===== src/rtl/mips_ctrl_pkg.sv =====
// Shared encodings for the multi-cycle MIPS control sequencer: states, ALU codes,
// opcode/func values and datapath mux selects.
package mips_ctrl_pkg;

  typedef enum logic [3:0] {
    StFetch   = 4'd0,
    StDecode  = 4'd1,
    StMemAdr  = 4'd2,
    StMemRd   = 4'd3,
    StMemWb   = 4'd4,
    StMemWr   = 4'd5,
    StRtypeEx = 4'd6,
    StRtypeWb = 4'd7,
    StImmEx   = 4'd8,
    StImmWb   = 4'd9,
    StBranch  = 4'd10,
    StJump    = 4'd11,
    StJr      = 4'd12,
    StJal     = 4'd13,
    StIllegal = 4'd14
  } state_e;

  localparam logic [3:0] AluAnd = 4'b0000;
  localparam logic [3:0] AluAdd = 4'b0010;
  localparam logic [3:0] AluSub = 4'b0110;
  localparam logic [3:0] AluSlt = 4'b0111;
  localparam logic [3:0] AluNor = 4'b1100;
  localparam logic [3:0] AluLui = 4'b1111;

  localparam logic [5:0] OpRtype = 6'h00;
  localparam logic [5:0] OpJ     = 6'h02;
  localparam logic [5:0] OpJal   = 6'h03;
  localparam logic [5:0] OpBeq   = 6'h04;
  localparam logic [5:0] OpBne   = 6'h05;
  localparam logic [5:0] OpAddi  = 6'h08;
  localparam logic [5:0] OpAndi  = 6'h0c;
  localparam logic [5:0] OpLui   = 6'h0f;
  localparam logic [5:0] OpLw    = 6'h23;
  localparam logic [5:0] OpSw    = 6'h2b;

  localparam logic [5:0] FnSll = 6'h00;
  localparam logic [5:0] FnJr  = 6'h08;
  localparam logic [5:0] FnAdd = 6'h20;
  localparam logic [5:0] FnSub = 6'h22;
  localparam logic [5:0] FnNor = 6'h27;
  localparam logic [5:0] FnSlt = 6'h2a;

  localparam logic [1:0] PcSrcAlu    = 2'd0;
  localparam logic [1:0] PcSrcAluOut = 2'd1;
  localparam logic [1:0] PcSrcJump   = 2'd2;
  localparam logic [1:0] PcSrcReg    = 2'd3;

  localparam logic [1:0] RegDstRt = 2'd0;
  localparam logic [1:0] RegDstRd = 2'd1;
  localparam logic [1:0] RegDstRa = 2'd2;

  localparam logic [1:0] MemToRegAlu = 2'd0;
  localparam logic [1:0] MemToRegMdr = 2'd1;
  localparam logic [1:0] MemToRegPc  = 2'd2;

  localparam logic [1:0] SrcBReg   = 2'd0;
  localparam logic [1:0] SrcBFour  = 2'd1;
  localparam logic [1:0] SrcBImm   = 2'd2;
  localparam logic [1:0] SrcBImmSh = 2'd3;

  localparam logic [1:0] ErrNone    = 2'd0;
  localparam logic [1:0] ErrIllegal = 2'd1;
  localparam logic [1:0] ErrTimeout = 2'd2;

endpackage


===== src/rtl/mips_alu_decode.sv =====
// Maps opcode/func to the ALU operation and immediate extension mode.
module mips_alu_decode
  import mips_ctrl_pkg::*;
(
  input  logic [5:0] op_i,
  input  logic [5:0] func_i,
  output logic [3:0] alu_cntrl_o,
  output logic       ext_cntrl_o
);

  always_comb begin
    alu_cntrl_o = AluAdd;
    ext_cntrl_o = 1'b1;
    case (op_i)
      OpRtype: begin
        case (func_i)
          FnSub:   alu_cntrl_o = AluSub;
          FnSlt:   alu_cntrl_o = AluSlt;
          FnNor:   alu_cntrl_o = AluNor;
          default: alu_cntrl_o = AluAdd;
        endcase
      end
      OpAndi: begin
        alu_cntrl_o = AluAnd;
        ext_cntrl_o = 1'b0;
      end
      OpLui: begin
        alu_cntrl_o = AluLui;
        ext_cntrl_o = 1'b0;
      end
      default: ;
    endcase
  end

endmodule


===== src/rtl/mips_multicycle_control.sv =====
// Multi-cycle MIPS control FSM: sequences fetch/decode/execute/memory/writeback,
// counts retired instructions and latches illegal-instruction and memory-timeout faults.
module mips_multicycle_control
  import mips_ctrl_pkg::*;
#(
  parameter int unsigned COUNT_W    = 16,
  parameter int unsigned WAIT_LIMIT = 255
) (
  input  logic               clk_in,
  input  logic               rst_n_in,
  input  logic [5:0]         op_in,
  input  logic [5:0]         func_in,
  input  logic               zero_in,
  input  logic               mem_ready_in,
  output logic               pcEn_out,
  output logic [1:0]         pcSource_out,
  output logic               iorD_out,
  output logic               memRead_out,
  output logic               memWrite_out,
  output logic               irWrite_out,
  output logic [1:0]         regDst_out,
  output logic [1:0]         memToReg_out,
  output logic               regWrite_out,
  output logic               ALUSrcA_out,
  output logic [1:0]         ALUSrcB_out,
  output logic [3:0]         ALUCntrl_out,
  output logic               extCntrl_out,
  output logic [3:0]         state_out,
  output logic [COUNT_W-1:0] instr_count_out,
  output logic [1:0]         err_out
);

  localparam int unsigned WaitW = $clog2(WAIT_LIMIT + 1);

  state_e             state_q, state_d;
  logic [COUNT_W-1:0] count_q, count_d;
  logic [1:0]         err_q, err_d;
  logic [WaitW-1:0]   wait_q, wait_d;
  logic [3:0]         alu_dec;
  logic               ext_dec;

  mips_alu_decode u_alu_decode (
    .op_i        (op_in),
    .func_i      (func_in),
    .alu_cntrl_o (alu_dec),
    .ext_cntrl_o (ext_dec)
  );

  always_comb begin
    state_d = state_q;
    err_d   = err_q;
    wait_d  = '0;
    case (state_q)
      StFetch:  if (mem_ready_in) state_d = StDecode;
      StDecode: begin
        case (op_in)
          OpLw, OpSw:            state_d = StMemAdr;
          OpAddi, OpAndi, OpLui: state_d = StImmEx;
          OpBeq, OpBne:          state_d = StBranch;
          OpJ:                   state_d = StJump;
          OpJal:                 state_d = StJal;
          OpRtype: begin
            case (func_in)
              FnSll:                     state_d = StFetch;
              FnJr:                      state_d = StJr;
              FnAdd, FnSub, FnSlt, FnNor: state_d = StRtypeEx;
              default:                   state_d = StIllegal;
            endcase
          end
          default: state_d = StIllegal;
        endcase
        if (state_d == StIllegal) err_d = ErrIllegal;
      end
      StMemAdr:  state_d = (op_in == OpLw) ? StMemRd : StMemWr;
      StMemRd:   if (mem_ready_in) state_d = StMemWb;
      StMemWr:   if (mem_ready_in) state_d = StFetch;
      StRtypeEx: state_d = StRtypeWb;
      StImmEx:   state_d = StImmWb;
      StIllegal: state_d = StIllegal;
      default:   state_d = StFetch;
    endcase

    // Ready in the limit cycle never reaches here, so ready wins over timeout.
    if ((state_q inside {StFetch, StMemRd, StMemWr}) && !mem_ready_in) begin
      if (wait_q == WaitW'(WAIT_LIMIT - 1)) begin
        state_d = StIllegal;
        err_d   = ErrTimeout;
      end else begin
        wait_d = wait_q + WaitW'(1);
      end
    end

    count_d = count_q;
    if (state_d == StFetch && state_q != StFetch) count_d = count_q + COUNT_W'(1);
  end

  always_ff @(posedge clk_in or negedge rst_n_in) begin
    if (!rst_n_in) begin
      state_q <= StFetch;
      count_q <= '0;
      err_q   <= ErrNone;
      wait_q  <= '0;
    end else begin
      state_q <= state_d;
      count_q <= count_d;
      err_q   <= err_d;
      wait_q  <= wait_d;
    end
  end

  always_comb begin
    pcEn_out     = 1'b0;
    pcSource_out = PcSrcAlu;
    iorD_out     = 1'b0;
    memRead_out  = 1'b0;
    memWrite_out = 1'b0;
    irWrite_out  = 1'b0;
    regDst_out   = RegDstRt;
    memToReg_out = MemToRegAlu;
    regWrite_out = 1'b0;
    ALUSrcA_out  = 1'b0;
    ALUSrcB_out  = SrcBReg;
    ALUCntrl_out = AluAdd;
    extCntrl_out = 1'b0;
    case (state_q)
      StFetch: begin
        memRead_out = 1'b1;
        ALUSrcB_out = SrcBFour;
        irWrite_out = mem_ready_in;
        pcEn_out    = mem_ready_in;
      end
      StDecode: begin
        ALUSrcB_out  = SrcBImmSh;
        extCntrl_out = 1'b1;
      end
      StMemAdr: begin
        ALUSrcA_out  = 1'b1;
        ALUSrcB_out  = SrcBImm;
        extCntrl_out = 1'b1;
      end
      StMemRd: begin
        memRead_out = 1'b1;
        iorD_out    = 1'b1;
      end
      StMemWb: begin
        memToReg_out = MemToRegMdr;
        regWrite_out = 1'b1;
      end
      StMemWr: begin
        memWrite_out = 1'b1;
        iorD_out     = 1'b1;
      end
      StRtypeEx: begin
        ALUSrcA_out  = 1'b1;
        ALUCntrl_out = alu_dec;
      end
      StRtypeWb: begin
        regDst_out   = RegDstRd;
        regWrite_out = 1'b1;
      end
      StImmEx: begin
        ALUSrcA_out  = 1'b1;
        ALUSrcB_out  = SrcBImm;
        ALUCntrl_out = alu_dec;
        extCntrl_out = ext_dec;
      end
      StImmWb: regWrite_out = 1'b1;
      StBranch: begin
        ALUSrcA_out  = 1'b1;
        ALUCntrl_out = AluSub;
        pcSource_out = PcSrcAluOut;
        pcEn_out     = ((op_in == OpBeq) && zero_in) || ((op_in == OpBne) && !zero_in);
      end
      StJump: begin
        pcSource_out = PcSrcJump;
        pcEn_out     = 1'b1;
      end
      StJr: begin
        pcSource_out = PcSrcReg;
        pcEn_out     = 1'b1;
      end
      StJal: begin
        pcSource_out = PcSrcJump;
        pcEn_out     = 1'b1;
        regDst_out   = RegDstRa;
        memToReg_out = MemToRegPc;
        regWrite_out = 1'b1;
      end
      default: ;
    endcase

    if (!rst_n_in) begin
      pcEn_out     = 1'b0;
      memRead_out  = 1'b0;
      memWrite_out = 1'b0;
      irWrite_out  = 1'b0;
      regWrite_out = 1'b0;
    end
  end

  assign state_out       = state_q;
  assign instr_count_out = count_q;
  assign err_out         = err_q;

endmodule


===== config.mk =====
export PLATFORM = sky130hd
export DESIGN_NAME = mips_multicycle_control
export DESIGN_NICKNAME = d
export VERILOG_FILES = /design/src/rtl/mips_ctrl_pkg.sv /design/src/rtl/mips_alu_decode.sv /design/src/rtl/mips_multicycle_control.sv
export SDC_FILE = /design/constraint.sdc
export NUM_CORES = 1
export LEC_CHECK = 0
export ABC_AREA = 1
export CAP_MARGIN = 15
export CELL_PAD_IN_SITES_DETAIL_PLACEMENT = 0
export CELL_PAD_IN_SITES_GLOBAL_PLACEMENT = 1
export CORE_MARGIN = 2
export CORE_UTILIZATION = 31
export DETAILED_ROUTE_END_ITERATION = 16
export GPL_TIMING_DRIVEN = 0
export PLACE_DENSITY_LB_ADDON = 0.1
export SLEW_MARGIN = 0
export SYNTH_ARGS = -nofsm -noshare
export SYNTH_HDL_FRONTEND = slang
export SYNTH_HIERARCHICAL = 1
export SYNTH_SLANG_ARGS = --single-unit

===== constraint.sdc =====
create_clock -name clk_in -period 1.75 [get_ports clk_in]
set_input_delay 0.4375 -clock clk_in [delete_from_list [all_inputs] [get_ports clk_in]]
set_output_delay 0.4375 -clock clk_in [all_outputs]
set_load 0.005 [all_outputs]

# --- Word level (Yosys, flattened, before mapping) ---
# Cells that the tools add are included.
word_totals:
  ff_bits: 30
  in_bits: 16
  output_inout_bits: 42
  wordCells: 100
classes:
  addsub: 2
  eq_ne: 30
  n_mux: 37
  n_reduce_logical: 27
ops:
  columns: ["op", "count"]
  rows:
  - ["$eq A6 B6 Y1 const B", 6]
  - ["$pmux W4 S3", 3]
  - ["$eq A4 B4 Y1 const B", 8]
  - ["$pmux W4 S8", 1]
  - ["$eq A6 B4 Y1 const B", 4]
  - ["$mux W4", 6]
  - ["$pmux W4 S6", 1]
  - ["$reduce_or A2 Y1", 9]
  - ["$add A16 B1 Y16 const B", 1]
  - ["$eq A4 B3 Y1 const B", 4]
  - ["$mux W8", 2]
  - ["$eq A6 B2 Y1 const B", 2]
  - ["$eq A6 B3 Y1 const B", 2]
  - ["$logic_not A6 Y1", 2]
  - ["$mux W1", 12]
  - ["$pmux W2 S3", 2]
  - ["$reduce_or A4 Y1", 3]
  - ["$add A8 B1 Y8 const B", 1]
  - ["$eq A4 B2 Y1 const B", 2]
  - ["$eq A8 B8 Y1 const B", 1]
  - ["$logic_not A4 Y1", 2]
  - ["$mux W2", 4]
  - ["$pmux W2 S2", 2]
  - ["$pmux W4 S2", 1]
  - ["other kinds (10)", 15]

# --- Depth between registers and ports, before layout ---
logic_depth:
  ltp_word: 10
  ltp_mapped: 15
  depth_no_buf: 14

# --- Cells and area by module ---
# The synthesis kept the hierarchy.
modules_own_cells:
  columns: ["mod", "instances", "cells_per_inst", "area_each_um2", "seq_area_each_um2"]
  rows:
  - ["mips_multicycle_control", 1, 330, 2200.9, 750.7]
  - ["mips_alu_decode", 1, 41, 225.2, 0.0]

# --- Worst setup path before layout ---
# OpenSTA, ideal clock, no wires.
synth_timing:
  kind: "reg-to-reg"
  start: "register state_q[3] (netlist: state_out[3])"
  end: "register count_q[9] (netlist: instr_count_out[9])"
  setup_time_ns: 0.117
  t_arrival_ns: 1.640
  required_ns: 1.633
  slack_ns: -0.007
  stages_incl_launch_ff: 14
  n_path_buf: 1
  period_less_slack_ns: 1.757
  cell_sequence: "dfrtp_1 inv_1 nand2_2 nor2_4 inv_2 nand3_2 nand2_1 o21ai_2 nand2_1 nor2_4 nand2_4 buf_6 nand2_1 nand2_1"
synth_via:
  elab_chain_cells: 6
  elab_cells_between_ends: 19
  classes_between: "eq/ne (7); mux (6); reduce/logical (6)"
synth_lines:
  columns: ["item", "line_no", "text"]
  rows:
  - ["from (decl)", "mips_multicycle_control.sv:35", "state_e state_q, state_d;"]
  - ["from (signal assigned)", "mips_multicycle_control.sv:99", "state_q <= StFetch;"]
  - ["from (signal assigned)", "mips_multicycle_control.sv:104", "state_q <= state_d;"]
  - ["$eq A4 B4 Y1, or another cell as far along", "mips_multicycle_control.sv:53", "case (state_q)"]
  - ["$pmux W4 S8 or $reduce_bool A3 Y1 (tied branches)", "mips_multicycle_control.sv:53, mips_multicycle_control.sv:84", null]
  - ["$mux W4 or $logic_and A1 B1 Y1 (tied branches)", "mips_multicycle_control.sv:85, mips_multicycle_control.sv:84", null]
  - ["$mux W4", "mips_multicycle_control.sv:84", "if ((state_q inside {StFetch, StMemRd, StMemWr}) && !mem_ready_in) begin"]
  - ["$logic_not A4 Y1", "mips_multicycle_control.sv:94", "if (state_d == StFetch && state_q != StFetch) count_d = count_q + COUNT_W'(1);"]
  - ["$logic_and A1 B1 Y1 *", "mips_multicycle_control.sv:94", null]
  - ["to (signal assigned)", "mips_multicycle_control.sv:105", "count_q <= count_d;"]
  - ["to (decl)", "mips_multicycle_control.sv:36", "logic [COUNT_W-1:0] count_q, count_d;"]
# Every way passes the cells marked *; elsewhere a longest branch is shown, timed or not.
# A chain may end at the register's enable or synchronous reset.

# --- Worst setup path in the final report ---
layout_timing:
  start: "register state_q[2] (netlist: state_out[2])"
  end: "output port pcEn_out"
layout_via:
  elab_chain_cells: 4
  elab_cells_between_ends: 8
  classes_between: "eq/ne (4); mux (2); reduce/logical (2)"
layout_lines:
  columns: ["item", "line_no", "text"]
  rows:
  - ["$eq A4 B4 Y1", "mips_multicycle_control.sv:125", "case (state_q)"]
  - ["$reduce_or A3 Y1 (no source line)", null, null]
  - ["$pmux W1 S3 *", "mips_multicycle_control.sv:125", null]
  - ["$mux W1 *", "mips_multicycle_control.sv:192", "if (!rst_n_in) begin"]
  - ["to (decl)", "mips_multicycle_control.sv:15", "output logic pcEn_out,"]
# Marks and branches as above.

==> implementation parameters <==
Parameter                              Value

Synth
  Top-area cell type share of the netlist area    between 30 and 40%
  Sequential share of the synthesized area    a little under a third
  Net Count, Synth    just under 400
  Async set-or-reset flop fraction in the synthesized netlist    between 90% and 100%
  Library cells used by synthesis    32
  Synthesized netlist cell count    ~370
  Count of yosys warnings during synthesis    6
  Area leader, netlist    dfrtp_1
  Synth top cells by count    nand2_1 (100), nor2_1 (54), inv_1 (53), nand3_1 (43), dfrtp_1 (30)
  Count of flip-flops with a built-in enable after synthesis    0
  Flops & latches, synth    30
  Post-synthesis cell area    approximately 2400 sq um
  Avg Inst Size Synth    around 6.5 sq um
  Top flip-flop cell by instance count after synthesis    dfrtp_1
  Count leader, synth    nand2_1
  Leading cell types by total area after synthesis    dfrtp_1 (31%), nand2_1 (15%), nand3_1 (8.9%)

Finish
  Layout fillers    813
  Fraction of layout instances using a drive strength above 1    between 30% and 40%
  Layout Utilization    around half
  Area taken by multi-input logic gates    1697 sq um
  Layout area overhead    55.13%
  Storage element area    ~760 sq um
  Net count reported at finish    about 490
  Final Non-Filler Cells    about 570
  Number of inserted diodes    0

GRT
  Total GRT Usage    around 17%
  Number of antenna violations at the first check in global routing    0
  Maximum number of pins on one net before global-route repair    33
  First-pass GRT wire length    around 12 mm
  Total overflow reported by the global router    0
  Number of global-route vias before repair    2524

Worst setup path
  Crit path launch    state_out[2]$_DFF_PN0_
  Startpoint-to-endpoint class of the critical path    reg2out
  Worst path max stage delay    approximately 480 ps
  Worst-path cell chain    nor2_4, inv_2, nor2_2, nand3b_1, a31oi_1, buf_2
  Maximum net fanout on the critical path    4
  CP arrival    approximately 1600 ps
  Kind of start point of the critical path    flip-flop
  Startpoint of the worst register-to-register path    state_out[2]$_DFF_PN0_
  Critical Path End Type    output pin
  Required time worst endpoint    ~1300 ps
  Worst path slowest cell    dfrtp_2

Pwr
  Largest vdd supply drop    between 0.2 and 0.3 mV
  Standby leakage power    between 1.5 and 2 nW
  Power per cell area    slightly above 400 nW/um^2

Clock network
  Clock slew seen by the registers of the worst setup and hold paths    roughly 70 ps
  Clock tree from TritonCTS    yes
  Num CTS Buffers    5
  Number of sinks driven by the clock tree    30
  CTS max path bufs    2
  Depth of the CTS H-tree    2
  Clock latency of the later-clocked register in the worst-skew pair    around 280 ps
  Clock root cell    clkbuf_8

Drt
  Total wire length    ~7 mm
  Number of optimization iterations in the first detailed-route pass    4
  Vias    between 2000 and 3000
  DR vias/cell    ~4.6
  Violation count after the first detailed-routing iteration    around 110
  Routed wirelength normalized by instance count    12.14 microns
  Residual DRC    0
  Final ANT Viol Nets    0

Run
  Maximum capacitance violations    0

STA
  Hold Worst Slack    approximately 90 ps
  Slew @ Worst Pin    roughly 420 ps
  Slew HR    72.04%
  Unrepaired setup endpoints after global routing    yes
  Max Fclk    ~500 MHz
  Final worst path period share    113.8%
  Pins Over Slew Limit    0
  Clock skew    between 9 and 10 ps
  Worst Setup Slack, final    -241.1 ps
  Final Hold Violating Endpoints    0
  Final setup viols    35
  Min cycle time layout    between 1500 and 2000 ps

Floorplan
  Number of rows in the core area    32
  Boundary Pins    58
  Die height    roughly 92 microns
  Initial core utilization    a little under a third
  Total die area    about 8500 sq um
  Die width    92.47 microns
  Std-Cell Core Area    7647 sq um

Placement
  Total half-perimeter wirelength after legalization and detailed placement    between 4 and 5 mm
  Total of buffers placed on input and output ports    57
  Routability congestion estimate from global placement    0.7955
  Total instance count after detailed placement    530

Status
  Status    finished with violations
  Violations in the final reports    setup timing

Worst hold path
  Hold Path Class    in2async
==> final cells by class <==
class | count | area share [%]
multi-input combinational | 281 | 45.08
timing repair buffer | 94 | 21.41
sequential | 30 | 20.25
inverter | 57 | 6.084
tap | 102 | 3.391
clock buffer | 6 | 2.194
clock inverter | 1 | 0.7979
buffer | 3 | 0.7979
==> cell families (layout without fill, tap and decap cells) <==
kind of cell	Yosys count	in the layout	share of synthesized area, %
simple gates	239	239	45.95
buf+inv	60	161	9.799
compound gates	20	20	4.900
flops	30	30	30.94
xor+xnor	19	19	6.859
fa+ha+maj	3	3	1.547
==> metal layers <==
| layer | vias up | wire length (microns) | GRT usage [%] |
|---|---|---|---|
| met4 | 0 | 89 | 3.856 |
| met1 | 1209 | 3363 | 23.03 |
| met3 | 12 | 278 | 2.929 |
| met2 | 60 | 3238 | 26.64 |
| met5 | - | 0 | 0 |
| li1 | 1366 | - | - |
==> what timing repair did <==
action | CTS | global route
pin swaps | 27 | 18
hold buffers | 0 | 0
buffers inserted | 29 | 8
endpoints found under the setup margin | 40 | 46
resized for setup | 174 | 59
cloned | 0 | 1
endpoints found under the hold margin | 0 | 0
==> flip-flops by register name, indices dropped and copies added (netlist names) <==
signal           flops
instr_count_out     16
err_out              2
state_out            4
wait_q               8
==> path summary, 6_finish.rpt <==
check                           depth (start not counted)  slack [ps]                         endpoint
worst min register to register                          2         480             err_out[1]$_DFF_PN0_
worst min-delay path                                    1          90             err_out[1]$_DFF_PN0_
min in group clk_in                                     2         480             err_out[1]$_DFF_PN0_
worst max-delay path                                    6        -240                         pcEn_out
worst max register to register                         13        -230  instr_count_out[11]$_DFFE_PN0P_
max in group asynchronous                               1        1330   instr_count_out[0]$_DFFE_PN0P_
==> cells in the final DEF (no fill, tap or decap), drive strengths merged, types with 2 or more instances in the layout <==
cell type        n
a21oi            6
nand2          110
buf             62
clkdlybuf4s50   21
nand3b           2
dlygate4sd2      3
o22ai            2
inv             57
nor3             6
clkdlybuf4s15    5
dfrtp           30
or2              2
nor2            63
nand4            4
a31oi            4
o21ai            5
nand3           49
xnor2            5
xor2            14
nor4             2
ha               3
clkbuf          11
==> power by group <==
part,switching (W),internal (W),leakage [nW],total (W)
Combinational,0.0000891,0.0000453,1.38,0.000134
Sequential,0,0.000693,0.387,0.000693
Clock,0.000268,0.000455,0.0573,0.000723
==> critical path: cells and delay by family, from the launching register on <==
kind / cells / cell delay (ps)
buffers and inverters: 2 / 200
flip-flops: 1 / 480
AND/OR/NAND/NOR: 3 / 410
AO/OA/AOI/OAI: 1 / 180
==> through the flow <==
stage               setup WS [ps]  power [W]  instance area [sq um]  TNS (ps)
finish                     -241.1   0.001551                   3764     -5764
global route               -310.1   0.001629                   3764     -8272
CTS                        -219.6   0.001566                   3557     -5183
detailed placement         -979.1  0.0008412                   3119    -24500
global placement            -1723  0.0008427                   3124    -44180
floorplan                   6.034  0.0007641                   2426         0
Power figures use the tool's default switching activity.
